--- src/rtl/uart_rx_core.sv ---
`timescale 1ns/1ps
// uart_rx_core: 16x oversampling UART receiver with run-time parity and an error-tagged FWFT FIFO with RTS
// Ports: SysClk clock; Rst_n async active-low reset; Rx serial line (idle high); Rx_Enable accepts new frames;
// Parity_Mode 00/11 none, 01 even, 10 odd; Read_Done pops the head; Data_Out/Rx_Error head data and
// {Break, Frame, Parity}; Data_Rdy/FIFO_Empty/FIFO_Full/FIFO_Overflow FIFO status; RTS sender may transmit;
// Rx_Busy receiver is inside a frame.
module uart_rx_core #(
  parameter int SYSCLK_RATE = 100000000,
  parameter int BAUD_RATE = 9600,
  parameter int DATA_BITS = 8,
  parameter int STOP_BITS = 2,
  parameter int FIFO_DEPTH = 8,
  parameter int RTS_THRESH = FIFO_DEPTH - 2
) (
  input  logic                 SysClk,
  input  logic                 Rst_n,
  input  logic                 Rx,
  input  logic                 Rx_Enable,
  input  logic [1:0]           Parity_Mode,
  input  logic                 Read_Done,
  output logic [DATA_BITS-1:0] Data_Out,
  output logic [2:0]           Rx_Error,
  output logic                 Data_Rdy,
  output logic                 FIFO_Empty,
  output logic                 FIFO_Full,
  output logic                 FIFO_Overflow,
  output logic                 RTS,
  output logic                 Rx_Busy
);
  localparam int OVS_DIV = SYSCLK_RATE / (16 * BAUD_RATE);
  localparam int DW = $clog2(OVS_DIV);
  localparam int BW = $clog2(DATA_BITS);
  localparam int AW = $clog2(FIFO_DEPTH);
  localparam int EW = DATA_BITS + 3;
  typedef enum logic [2:0] {IDLE, START, DATA, PARITY, STOP, WAIT_IDLE} state_t;
  state_t state_q;
  logic rx_meta_q, rx_sync_q, rx_prev_q;
  logic [DW-1:0] div_q;
  logic [3:0] tick_q;
  logic s7_q, s8_q;
  logic [1:0] mode_q;
  logic [BW-1:0] bit_q;
  logic stop_q;
  logic [DATA_BITS-1:0] shift_q;
  logic par_q, zero_q, brk_q, frm_q, perr_q, last_q, commit_q;
  logic [EW-1:0] mem_q [FIFO_DEPTH];
  logic [AW-1:0] wr_q, rd_q;
  logic [AW:0] cnt_q, cnt_d;
  logic [EW-1:0] head_q, head_d;
  logic ovf_q, rts_q;
  logic start_edge, tick, sample, vote, last_stop, pop, full, accept;
  logic [EW-1:0] entry;
  assign start_edge = state_q == IDLE && Rx_Enable && rx_prev_q && !rx_sync_q;
  assign tick = div_q == DW'(OVS_DIV - 1);
  assign sample = tick && tick_q == 4'd9;
  assign vote = (s7_q & s8_q) | (s7_q & rx_sync_q) | (s8_q & rx_sync_q);
  assign last_stop = state_q == STOP && sample && stop_q == 1'(STOP_BITS - 1);
  always_ff @(posedge SysClk or negedge Rst_n)
    if (!Rst_n) begin
      rx_meta_q <= 1'b1;
      rx_sync_q <= 1'b1;
      rx_prev_q <= 1'b1;
      div_q <= '0;
      tick_q <= '0;
      s7_q <= 1'b0;
      s8_q <= 1'b0;
      state_q <= IDLE;
      mode_q <= '0;
      bit_q <= '0;
      stop_q <= 1'b0;
      shift_q <= '0;
      par_q <= 1'b0;
      zero_q <= 1'b0;
      brk_q <= 1'b0;
      frm_q <= 1'b0;
      perr_q <= 1'b0;
      last_q <= 1'b0;
      commit_q <= 1'b0;
    end else begin
      rx_meta_q <= Rx;
      rx_sync_q <= rx_meta_q;
      rx_prev_q <= rx_sync_q;
      div_q <= (start_edge || tick) ? '0 : div_q + 1'b1;
      tick_q <= start_edge ? '0 : tick ? tick_q + 1'b1 : tick_q;
      if (tick && tick_q == 4'd7) s7_q <= rx_sync_q;
      if (tick && tick_q == 4'd8) s8_q <= rx_sync_q;
      last_q <= last_stop;
      commit_q <= last_q;
      case (state_q)
        IDLE: if (start_edge) begin
          state_q <= START;
          mode_q <= Parity_Mode;
          bit_q <= '0;
          stop_q <= 1'b0;
          par_q <= 1'b0;
          zero_q <= 1'b1;
          brk_q <= 1'b0;
          frm_q <= 1'b0;
          perr_q <= 1'b0;
        end
        START: if (sample) state_q <= vote ? IDLE : DATA;
        DATA: if (sample) begin
          shift_q <= {vote, shift_q[DATA_BITS-1:1]};
          par_q <= par_q ^ vote;
          zero_q <= zero_q & !vote;
          bit_q <= bit_q + 1'b1;
          if (bit_q == BW'(DATA_BITS - 1)) state_q <= ^mode_q ? PARITY : STOP;
        end
        // odd parity expects the inverted data XOR; mode_q[1] is set only for odd
        PARITY: if (sample) begin
          perr_q <= vote != (par_q ^ mode_q[1]);
          zero_q <= zero_q & !vote;
          state_q <= STOP;
        end
        // flags settle at the last stop sample; the FSM leaves STOP on the following commit cycle
        STOP: if (last_q) state_q <= frm_q ? WAIT_IDLE : IDLE;
        else if (sample) begin
          frm_q <= frm_q | !vote;
          stop_q <= stop_q + 1'b1;
          if (!stop_q) brk_q <= zero_q & !vote;
        end
        WAIT_IDLE: if (rx_sync_q) state_q <= IDLE;
        default: state_q <= IDLE;
      endcase
    end
  assign full = cnt_q == (AW+1)'(FIFO_DEPTH);
  assign pop = Read_Done && cnt_q != '0;
  assign accept = commit_q && (!full || pop);
  assign entry = {brk_q, frm_q, perr_q, shift_q};
  // head register shows the entry that will be at the front after this cycle, holding when empty
  always_comb begin
    cnt_d = cnt_q + (AW+1)'(accept) - (AW+1)'(pop);
    head_d = cnt_d == '0 ? head_q
           : (cnt_q == '0 || (pop && cnt_q == (AW+1)'(1))) ? entry
           : pop ? mem_q[rd_q + 1'b1] : head_q;
  end
  always_ff @(posedge SysClk)
    if (accept) mem_q[wr_q] <= entry;
  always_ff @(posedge SysClk or negedge Rst_n)
    if (!Rst_n) begin
      wr_q <= '0;
      rd_q <= '0;
      cnt_q <= '0;
      head_q <= '0;
      ovf_q <= 1'b0;
      rts_q <= 1'b0;
    end else begin
      wr_q <= wr_q + AW'(accept);
      rd_q <= rd_q + AW'(pop);
      cnt_q <= cnt_d;
      head_q <= head_d;
      ovf_q <= pop ? 1'b0 : ovf_q | (commit_q && !accept);
      rts_q <= cnt_d < (AW+1)'(RTS_THRESH);
    end
  assign Data_Out = head_q[DATA_BITS-1:0];
  assign Rx_Error = head_q[EW-1:DATA_BITS];
  assign Data_Rdy = cnt_q != '0;
  assign FIFO_Empty = cnt_q == '0;
  assign FIFO_Full = full;
  assign FIFO_Overflow = ovf_q;
  assign RTS = rts_q;
  assign Rx_Busy = state_q != IDLE;
endmodule

--- config.mk ---
export PLATFORM = sky130hd
export DESIGN_NAME = uart_rx_core
export DESIGN_NICKNAME = d
export VERILOG_FILES = /design/src/rtl/uart_rx_core.sv
export SDC_FILE = /design/constraint.sdc
export NUM_CORES = 1
export LEC_CHECK = 0
export BUFFER_PORTS_ARGS = -buffer_cell sky130_fd_sc_hd__clkbuf_2
export CAP_MARGIN = 20
export CORE_MARGIN = 4
export CORE_UTILIZATION = 55
export DETAILED_ROUTE_END_ITERATION = 8
export GPL_TIMING_DRIVEN = 0
export PLACE_DENSITY = 0.72
export REMOVE_ABC_BUFFERS = 1
export SETUP_SLACK_MARGIN = 0.3
export SLEW_MARGIN = 20
export SYNTH_ARGS = -nofsm -noshare
export SYNTH_HDL_FRONTEND = slang
export SYNTH_SLANG_ARGS = --single-unit
--- constraint.sdc ---
create_clock -name SysClk -period 3.45 [get_ports SysClk]
set_input_delay 0.1725 -clock SysClk [delete_from_list [all_inputs] [get_ports SysClk]]
set_output_delay 0.1725 -clock SysClk [all_outputs]
set_load 0.03 [all_outputs]
# == Word level (Yosys, flattened, before mapping) ==
# Memories as Yosys holds them, arrays and structs flattened.
# Cells that the tools add are included.
# classes
add_sub_neg,9
bitwise_logic,11
magnitude_cmp,1
mux,40
eq_ne,24
n_reduce_logical,41
# ops
op,n
$mux 3,11
$mux 11,2
$ne 2x2->1 const B,10
$pmux 3 s6,1
$mux 1,15
$eq 4x4->1 const B,3
$logic_and 1x1->1,12
$pmux 1 s2,6
$reduce_bool 2->1,6
$add 10x1->10 const B,1
$eq 10x10->1 const B,1
$mux 10,1
$eq 3x3->1 const B,3
$reduce_and 3->1,3
$logic_not 4->1,2
$mux 4,2
$reduce_and 7->1,1
$add 3x1->3,2
$add 3x1->3 const B,2
$eq 3x2->1 const B,2
$pmux 3 s2,1
$reduce_and 2->1,3
$reduce_and 5->1,1
$add 4x1->4,1
other kinds (22),34
# word_totals
out_inout_bits,17
elab_cells,152
n_memories,1
reg_bits,66
inputBits,7
ramBits,88
# memory_table
memory,depth,word_bits,read_ports,rd_ports_with_merged_regs,write_ports,line_no,source
mem_q,8,11,1,0,1,46,logic [EW-1:0] mem_q [FIFO_DEPTH];

# == Longest topological paths before layout ==
# Gate-level depths: netlist of the first run.
# logic_depth
ltp_word,9
ltp_mapped,15
depth_no_buf,14

# == Worst setup path after synthesis of the first run ==
# No wires, ideal clock.
# synth_path
path_kind,register to register
startpoint,register cnt_q[2]
endpoint,register head_q[0]
setup_slack_ns,-0.065
t_arrival_ns,3.394
setup_ns,0.121
synth_period_minus_slack_ns,3.515
path_stages_with_launch,15
path_buffers,1
path_cell_list,dfrtp_1 inv_1 ha_1 nand3_1 inv_1 nor2b_1 o21ai_0 ha_1 inv_1 fa_1 or3b_1 a211o_1 o211a_1 clkbuf_1 o22a_1
# synth_via
elab_chain_len,9
# synth_rtl
element,line_no,source
from (decl),48,"logic [AW:0] cnt_q, cnt_d;"
from (signal assigned),150,cnt_q <= cnt_d;
$reduce_bool 4->1 *,-,
via Data_Rdy,23,"output logic Data_Rdy,"
$logic_and 1x1->1 *,127,assign pop = Read_Done && cnt_q != '0;
$logic_or 1x1->1,128,assign accept = commit_q && (!full || pop);
$logic_and 1x1->1,128,
$add 4x1->4,132,cnt_d = cnt_q + (AW+1)'(accept) - (AW+1)'(pop);
$sub 4x1->4,132,
$logic_not 4->1,133,head_d = cnt_d == '0 ? head_q
$not 1->1 (no source line),-,
$reduce_and 2->1 (no source line),-,
to (signal assigned),144,head_q <= '0;
to (signal assigned),151,head_q <= head_d;
to (decl),49,"logic [EW-1:0] head_q, head_d;"
# The timed path passes the listed nets; every way through them passes the cells marked *.
# A chain may end at the register's enable or synchronous reset.

# == Worst setup path in the final report of the first run ==
# layout_path
startpoint,register cnt_q[2]
endpoint,register head_q[1]
# layout_via
elab_chain_len,9
# layout_rtl
element,line_no
$eq 4x4->1 or $reduce_bool 4->1 (tied branches),"126, 127"
$logic_not 1->1 or $logic_and 1x1->1 (tied branches),"128, 127"
$logic_or 1x1->1,128
$logic_and 1x1->1,128
$add 4x1->4,132
$sub 4x1->4,132
$logic_not 4->1,133
$not 1->1 (no source line),-
$reduce_and 2->1 (no source line),-
# Parallel ways exist; a longest one is shown, timed or not.

==> out/metrics.cfg, run 1 <==
[layout]
finalNetCount = 498
drive_above_1_share_pct = 26.6
finalNonFillerCells = 628
area_delta_synth_final_pct = 17.2
final_common_cell = edfxtp_1
diodes = 0
mostFrequentLayoutCells = 88 x edfxtp_1, 61 x dfrtp_1, 22 x mux4_2, 22 x clkbuf_2, 21 x nor2_1
fin_util_pct = 67.0
n_fill_cell = 807

[power_and_ir_drop]
vdd_drop_max_mv = 0.358
p_leak_nw = 3.18
power_density_nw_per_um2 = 708

[clock_tree]
cts_buffer_depth = 2
cts-buffers-inserted = 17
cts_tree = built
cts_sinks = 154
clock-root-buffer = clkbuf_16
htree_levels = 4
clk_latency_ns = 0.42
path_clk_slew_ns = 0.06

[sta]
slew_headroom_pct = 30.3
drv_slew = 0
period_share_pct = 93.4
fmax_ghz = 0.310
hold_viol_final = 0
fin_crit_ns = 3.22
rsz0062_at_grt = true
worst_pin_slew_ns = 1.05
fin_skew_ns = 0.00723
setup_viol = 0
whs_ns = 0.212

[placed_design]
port_buffers = 23
gp_congestion = 0.846
dp.cells = 588
hpwl_mm = 8.07

[flow_run]
cap_violations = 0

[synthesis]
synth_area_leader_cell = edfxtp_1
synth_top_area_share_pct = 39.8
synth_area_um2 = 6640
synth_edf_count = 88
synth_area_per_cell_um2 = 15.4
yosysSeqAreaShare_pct = 64.7
synth_top_flop_cell = edfxtp_1
synth-seq-cells = 154
syn_inst = 432
async_flop_share_pct = 42.9
synth.area.top_cells = edfxtp_1 40%, dfrtp_1 24%, mux4_2 7.5%
yosysWarnings = 0
ys_types = 68

[global_routing]
grt_pass1_wl_mm = 21.1
grt_use_total_pct = 19.8
grt_pass1_vias = 3895
grt_max_degree = 48
met2_usage_pct = 33.5
antenna_found_initial = 0
grt-ovfl-total = 0
top_usage_layer = met2
use_met1_pct = 24.7
met3_usage_pct = 4.81

[worst_setup_path]
start_kind = register
crit_path_end_kind = register
worstPathMaxFanout = 5
critical_path_class = register to register
cp.arrival_ns = 3.53
cp.required_ns = 3.75

[detailed_routing]
drt_wl_total_mm = 13.0
wl_per_cell_um = 20.6
drcViolationCount = 0
antenna_left = 0
drt-vias-per-instance = 6.00
firstDrtPassIters = 5
route.vias.total = 3765
drt_first_iter_violations = 343

[floorplan]
die-area_um2 = 13900
die_x_um = 118
fp.dieH_um = 118
ioPinCount = 24
rows = 39
coreArea_um2 = 11600
start_util_pct = 57.2

[worst_hold_path]
min_path_type = input pin to asynchronous set/reset pin

[run_status]
status = finished, final reports clean

-- routing by layer --
metal / share of wire (%) / up-vias
met5: 0 / -
met4: 1.5 / 0
met3: 4.3 / 17
met2: 54 / 85
met1: 40 / 1923
li1: - / 1740
-- registers in the layout, summed over array words and instances (netlist names), 2 cells and up --
name / flops
div_q: 10
state_q: 3
bit_q: 3
shift_q: 8
mem_q: 88
wr_q: 3
tick_q: 4
rd_q: 3
mode_q: 2
cnt_q: 4
head_q: 11
-- cell usage after synthesis (all sizes together) (2+ instances only) --
cell / instances
a21bo: 2
a21boi: 2
a21oi: 5
a2bb2oi: 11
and3: 3
and3b: 3
buf: 7
clkbuf: 10
dfrtp: 63
dfstp: 3
edfxtp: 88
ha: 17
inv: 15
mux2: 10
mux2i: 15
mux4: 22
nand2: 17
nand2b: 10
nand3: 9
nand3b: 2
nand4: 4
nor2: 28
nor2b: 3
nor3: 7
o2111ai: 2
o211ai: 2
o21ai: 9
o22a: 11
o311ai: 4
or2: 2
or3: 2
or3b: 2
xnor2: 10
xor2: 9
-- through the flow --
step / TNS, ns / cell area (um^2) / setup slack, ns / power (mW)
finish: 0 / 7780 / 0.228 / 5.51
global route: 0 / 7780 / 0.145 / 5.73
CTS: 0 / 7710 / 0.314 / 5.46
detailed placement: -1.46 / 6990 / -0.138 / 3.44
global placement: -3.08 / 6850 / -0.329 / 3.33
floorplan: 0 / 6560 / 0.0276 / 3.02
-- kinds of logic after synthesis --
kind of cell	Yosys count	synth area share, %
and+or+nand+nor	101	8.24
DFF	154	64.7
adders and majority gates	19	3.66
muxes	47	11.8
AOI/OAI and AO/OA	60	7.03
buffers and inverters	32	2.07
xor gates and xnor gates	19	2.51
-- layout make-up --
type | count | area, um^2 | area share, %
Timing Repair Buffer | 38 | 292 | 3.75
Clock buffer | 23 | 478 | 6.14
Inverter | 15 | 61.3 | 0.788
Tap cell | 143 | 179 | 2.30
Clock inverter | 8 | 143 | 1.83
Sequential cell | 154 | 4300 | 55.3
Multi-Input combinational cell | 247 | 2330 | 29.9
-- path summary, 6_finish.rpt --
path                       depth (start not counted)         end      start  slack [ns]
setup / recovery                                  12   head_q[1]   cnt_q[2]        0.23
hold / removal                                     2   head_q[4]      Rst_n        0.21
setup reg to reg                                  12   head_q[1]   cnt_q[2]        0.23
hold reg to reg                                    0   rx_sync_q  rx_meta_q        0.36
max in group asynchronous                          3   rx_meta_q      Rst_n        2.64
min in group SysClk                                5  state_q[2]  Rx_Enable        0.22
-- power by group --
group / leakage [nW] / switching (mW) / internal (mW)
Sequential: 1.73 / 0.118 / 2.05
Combinational: 1.15 / 0.790 / 0.608
Clock: 0.303 / 0.684 / 1.26
-- timing repair --
item / CTS / global route
hold buffers: 4 / 0
endpoints found under the hold margin: 23 / 0
gates cloned: 1 / 0
resized for setup: 12 / 12
setup buffers: 1 / 3
setup endpoints to repair: 11 / 11
pin swaps: 1 / 4
-- critical path, stage by stage (launching register included) --
cell and delay, ns:
dfrtp_1 0.34, inv_2 0.06, ha_1 0.23, nor3b_2 0.20, nand2b_1 0.17, o21ai_2 0.14
ha_2 0.22, inv_2 0.05, fa_1 0.55, or3b_1 0.38, a211o_4 0.36, o211a_4 0.19
o22a_1 0.22
Note: power is estimated with default switching activity, not from simulation.
==> run 2, diff against run 1 <==
Settings changed: PLACE_DENSITY 0.72 to 0.75, RECOVER_POWER set to 50.
Clock period 3.45 ns to 2.6 ns, I/O delays scaled along.
==> out/metrics.cfg, run 2 (synthesized netlist as in run 1, its figures left out) <==
[sta]
setup_viol = 11
final.setup.worst_slack_ns = -0.480
rsz0062_at_grt = true
fin_skew_ns = 0.00654
setup_tns_ns = -4.83
slew_headroom_pct = 3.98
whs_ns = 0.171
period_share_pct = 118
drv_slew = 0
hold_viol_final = 0
fmax_ghz = 0.325
fin_crit_ns = 3.08
worst_pin_slew_ns = 1.44

[detailed_routing]
drt-vias-per-instance = 6.08
firstDrtPassIters = 4
antenna_left = 0
route.vias.total = 3910
drt_first_iter_violations = 274
drcViolationCount = 0
drt_wl_total_mm = 13.4
wl_per_cell_um = 20.8

[layout]
finalNonFillerCells = 643
final_common_cell = edfxtp_1
fin_area_um2 = 7900
area_delta_synth_final_pct = 18.9
reg.largest.list = mem_q (88), head_q (11), div_q (10)
mostFrequentLayoutCells = 88 x edfxtp_1, 61 x dfrtp_1, 23 x clkbuf_2
diodes = 0
largest_register_ffs = 88
fin_util_pct = 68.0
largest-register = mem_q
drive_above_1_share_pct = 28.6
finalNetCount = 512

[floorplan]
die-area_um2 = 13900
start_util_pct = 57.2
fp.dieH_um = 118
rows = 39
die_x_um = 118
coreArea_um2 = 11600
ioPinCount = 24

[worst_setup_path]
crit_slowest_cell = fa_1
reg2reg_slack_ns = -0.48
cp.arrival_ns = 3.39
r2r_cells = 13
cp_top_family = compound AO/OA/AOI/OAI gates
crit_chain = inv_1 > nand3_4 > inv_4 > nor2b_4 > nand2b_1 > o21ai_1 > ha_2 > inv_2 > fa_1 > or3b_4 > a211o_4 > o211a_4 > o22a_1
crit_cells = 13
worstPathMaxFanout = 6
critical_path_class = register to register
r2r_start = cnt_q[1]
crit_path_end_kind = register
critPathMaxStageDelay_ns = 0.52
start_kind = register
cp.required_ns = 2.91
rr_endpoint = head_q[9]
critPathCapture = head_q[9]
worst-path-buf-inv = 3
startpoint = cnt_q[1]

[global_routing]
grt-ovfl-total = 0
grt_pass1_vias = 4021
grt_max_degree = 41
grt_pass1_wl_mm = 21.4
grt_use_total_pct = 20.3
antenna_found_initial = 0

[run_status]
violations = setup timing
status = complete, but fails checks

[clock_tree]
cts_sinks = 154
cts-buffers-inserted = 17
path_clk_slew_ns = 0.06
htree_levels = 4
cts_tree = built
clock-root-buffer = clkbuf_16
cts_buffer_depth = 2
clk_latency_ns = 0.43

[placed_design]
hpwl_mm = 8.23
dp.cells = 588
placed_cell_area_um2 = 6970
gp_congestion = 0.814
port_buffers = 23

[power_and_ir_drop]
power_density_nw_per_um2 = 917
vdd_drop_max_mv = 0.684
p_leak_nw = 3.22

[flow_run]
cap_violations = 0

[worst_hold_path]
min_path_type = input pin to register

## run 2: how the worst min path moves through the flow
| stage | slack [ns] | to | startpoint | cells past startpoint |
|---|---|---|---|---|
| finish | 0.17 | state_q[2] | Rx_Enable | 5 |
| global route | 0.19 | FIFO_Overflow | Read_Done | 3 |
| CTS | 0.15 | state_q[2] | Rx_Enable | 5 |
| detailed placement | 0.10 | head_q[0] | Rst_n | 1 |
| global placement | 0.22 | rx_meta_q | Rx | 1 |
| floorplan | -0.17 | FIFO_Overflow | Rst_n | 0 |
## run 2: stage by stage
| step | power [mW] | setup WS (ns) |
|---|---|---|
| after floorplan | 4.01 | -0.822 |
| after global placement | 4.42 | -1.16 |
| after detailed placement | 4.59 | -1.00 |
| after CTS | 7.14 | -0.419 |
| after global routing | 7.54 | -0.577 |
| final | 7.24 | -0.480 |
## run 2: tightest hold or removal path: stages
cell and delay, ns:
clkbuf_2 0.09, nand4bb_1 0.09, a32oi_1 0.07, o21ai_0 0.08, o21ai_0 0.09
## run 2: final cells by class
cell class / count / area (um^2)
Sequential cell: 154 / 4300
Multi-Input combinational cell: 247 / 2390
Tap cell: 143 / 179
Clock buffer: 23 / 458
Timing Repair Buffer: 52 / 412
Fill cell: 786 / 3720
Clock inverter: 9 / 97.6
Inverter: 15 / 58.8
## run 2: report_power, final
group	leakage (nW)	internal, mW	switching, mW
Combinational	1.22	0.907	1.13
Sequential	1.73	2.72	0.150
Clock	0.276	1.42	0.905
Total	3.22	5.05	2.19
## run 2: what timing repair did
action                                  CTS  global route
pin swaps                                 7            12
endpoints found under the hold margin    29             0
endpoints found under the setup margin   71           101
cloned                                    1             0
hold buffers                              4             0
setup buffers                             7            11
gates resized for setup                  29            13
## run 2: layer usage
metal | part of all wire (%) | vias to the layer above | global-route usage (%)
met5 | 0 | - | 0
met4 | 2.1 | 0 | 8.64
met3 | 4.8 | 28 | 5.48
met2 | 53 | 102 | 33.8
met1 | 40 | 2014 | 25.3
li1 | - | 1766 | -
==> run 3, diff against run 2 <==
Settings changed: BUFFER_PORTS_ARGS -buffer_cell sky130_fd_sc_hd__clkbuf_2 to -buffer_cell sky130_fd_sc_hd__buf_2, SKIP_LAST_GASP set to 1.
==> out/metrics.cfg, run 3 (synthesized netlist as in run 1, its figures left out) <==
[sta]
period_share_pct = 120
hold_viol_final = 0
drv_slew = 0
slew_headroom_pct = 11.7
fin_crit_ns = 3.13
setup_viol = 11
rsz0062_at_grt = true
whs_ns = 0.163
final.setup.worst_slack_ns = -0.526
fmax_ghz = 0.320
worst_pin_slew_ns = 1.32
fin_skew_ns = 0.0103

[floorplan]
coreArea_um2 = 11600
die-area_um2 = 13900
rows = 39
die_x_um = 118
fp.dieH_um = 118
ioPinCount = 24
start_util_pct = 57.2

[detailed_routing]
drt-vias-per-instance = 6.19
wl_per_cell_um = 21.4
route.vias.total = 3964
drt_first_iter_violations = 234
drt_wl_total_mm = 13.7
firstDrtPassIters = 4
drcViolationCount = 0
antenna_left = 0

[clock_tree]
clock-root-buffer = clkbuf_16
cts_buffer_depth = 2
path_clk_slew_ns = 0.06
cts-buffers-inserted = 17
htree_levels = 4
cts_sinks = 154
cts_tree = built
clk_latency_ns = 0.43

[layout]
finalNetCount = 509
multi_input_comb_area_um2 = 2380
fin_area_um2 = 7960
largest_register_ffs = 88
n_fill_cell = 746
area_delta_synth_final_pct = 19.9
reg.largest.list = mem_q (88), head_q (11), div_q (10)
largest-register = mem_q
final_common_cell = edfxtp_1
diodes = 0
drive_above_1_share_pct = 28.0
finalNonFillerCells = 640
mostFrequentLayoutCells = 88 x edfxtp_1, 61 x dfrtp_1, 22 x mux4_2, 22 x buf_2, 20 x nor2_1
seq_area_um2 = 4300

[placed_design]
hpwl_mm = 8.08
dp.cells = 588
dp_slack_ns = -0.973
port_buffers = 23
placed_cell_area_um2 = 6980
gp_congestion = 0.803

[run_status]
violations = setup timing
status = complete, but fails checks

[global_routing]
grt_max_degree = 52
grt_pass1_vias = 3996
grt_use_total_pct = 20.1
grt-ovfl-total = 0
antenna_found_initial = 0
grt_pass1_wl_mm = 21.2

[worst_setup_path]
cp.required_ns = 2.91
crit_path_end_kind = register
critical_path_class = register to register
worstPathMaxFanout = 6
cp.arrival_ns = 3.43
start_kind = register

[power_and_ir_drop]
vdd_drop_max_mv = 0.468
p_total_mw = 7.48
power_density_nw_per_um2 = 940
p_leak_nw = 3.23

[worst_hold_path]
min_path_type = input pin to register

[flow_run]
cap_violations = 0

## run 3: critical path, cell delays in order, from the launching register on
cell      delay [ns]
dfrtp_1         0.39
inv_2           0.10
ha_4            0.16
nand3_4         0.10
inv_6           0.07
nor2b_4         0.05
nand2b_1        0.10
buf_4           0.11
buf_4           0.09
buf_4           0.10
inv_1           0.05
fa_1            0.54
or3b_4          0.40
a211o_4         0.32
o211a_4         0.19
o22a_1          0.22
## run 3: stage by stage
| step | TNS (ns) | util, % |
|---|---|---|
| floorplan | -9.06 | - |
| global placement | -21.70 | 59.0 |
| detailed placement | -11.38 | 60.1 |
| CTS | -4.94 | 67.1 |
| global route | -6.57 | 68.5 |
| finish | -5.47 | 68.5 |
## run 3: repair_timing
action	4_1_cts	5_1_grt
endpoints found under the hold margin	66	0
gates cloned	1	0
hold buffers	4	0
resized for setup	27	12
pin swaps	9	11
buffers inserted	6	9
endpoints found under the setup margin	69	94
## run 3: layer usage
metal / GRT usage [%] / part of all wire [%] / up-vias
met4: 9.23 / 2.8 / 0
met2: 33.6 / 52 / 142
li1: - / - / 1764
met5: 0 / 0 / -
met3: 5.43 / 5.5 / 30
met1: 24.4 / 40 / 2028
## run 3: report_power, final
group          leakage, nW  switching [mW]  internal [mW]
Clock                0.304           0.959           1.69
Sequential            1.73           0.155           2.72
Combinational         1.20            1.10          0.857
Total                 3.23            2.21           5.27
## run 3: final timing paths
check                           from         end  slack, ns  depth (start not counted)
setup reg to reg            cnt_q[2]   head_q[4]      -0.53                         15
min in group asynchronous      Rst_n   head_q[5]       0.32                          2
setup / recovery            cnt_q[2]   head_q[4]      -0.53                         15
max in group asynchronous      Rst_n   tick_q[1]       0.48                          3
hold / removal             Rx_Enable  state_q[2]       0.16                          5
hold reg to reg            rx_meta_q   rx_sync_q       0.36                          0
## run 3: area by class of cell
class | count | area share, %
flip-flops and latches | 154 | 54.0
multi-input cells | 247 | 29.8
clock buffers | 19 | 5.44
repair buffers | 49 | 5.16
clock inverters | 13 | 2.51
well taps | 143 | 2.25
inverters | 15 | 0.770
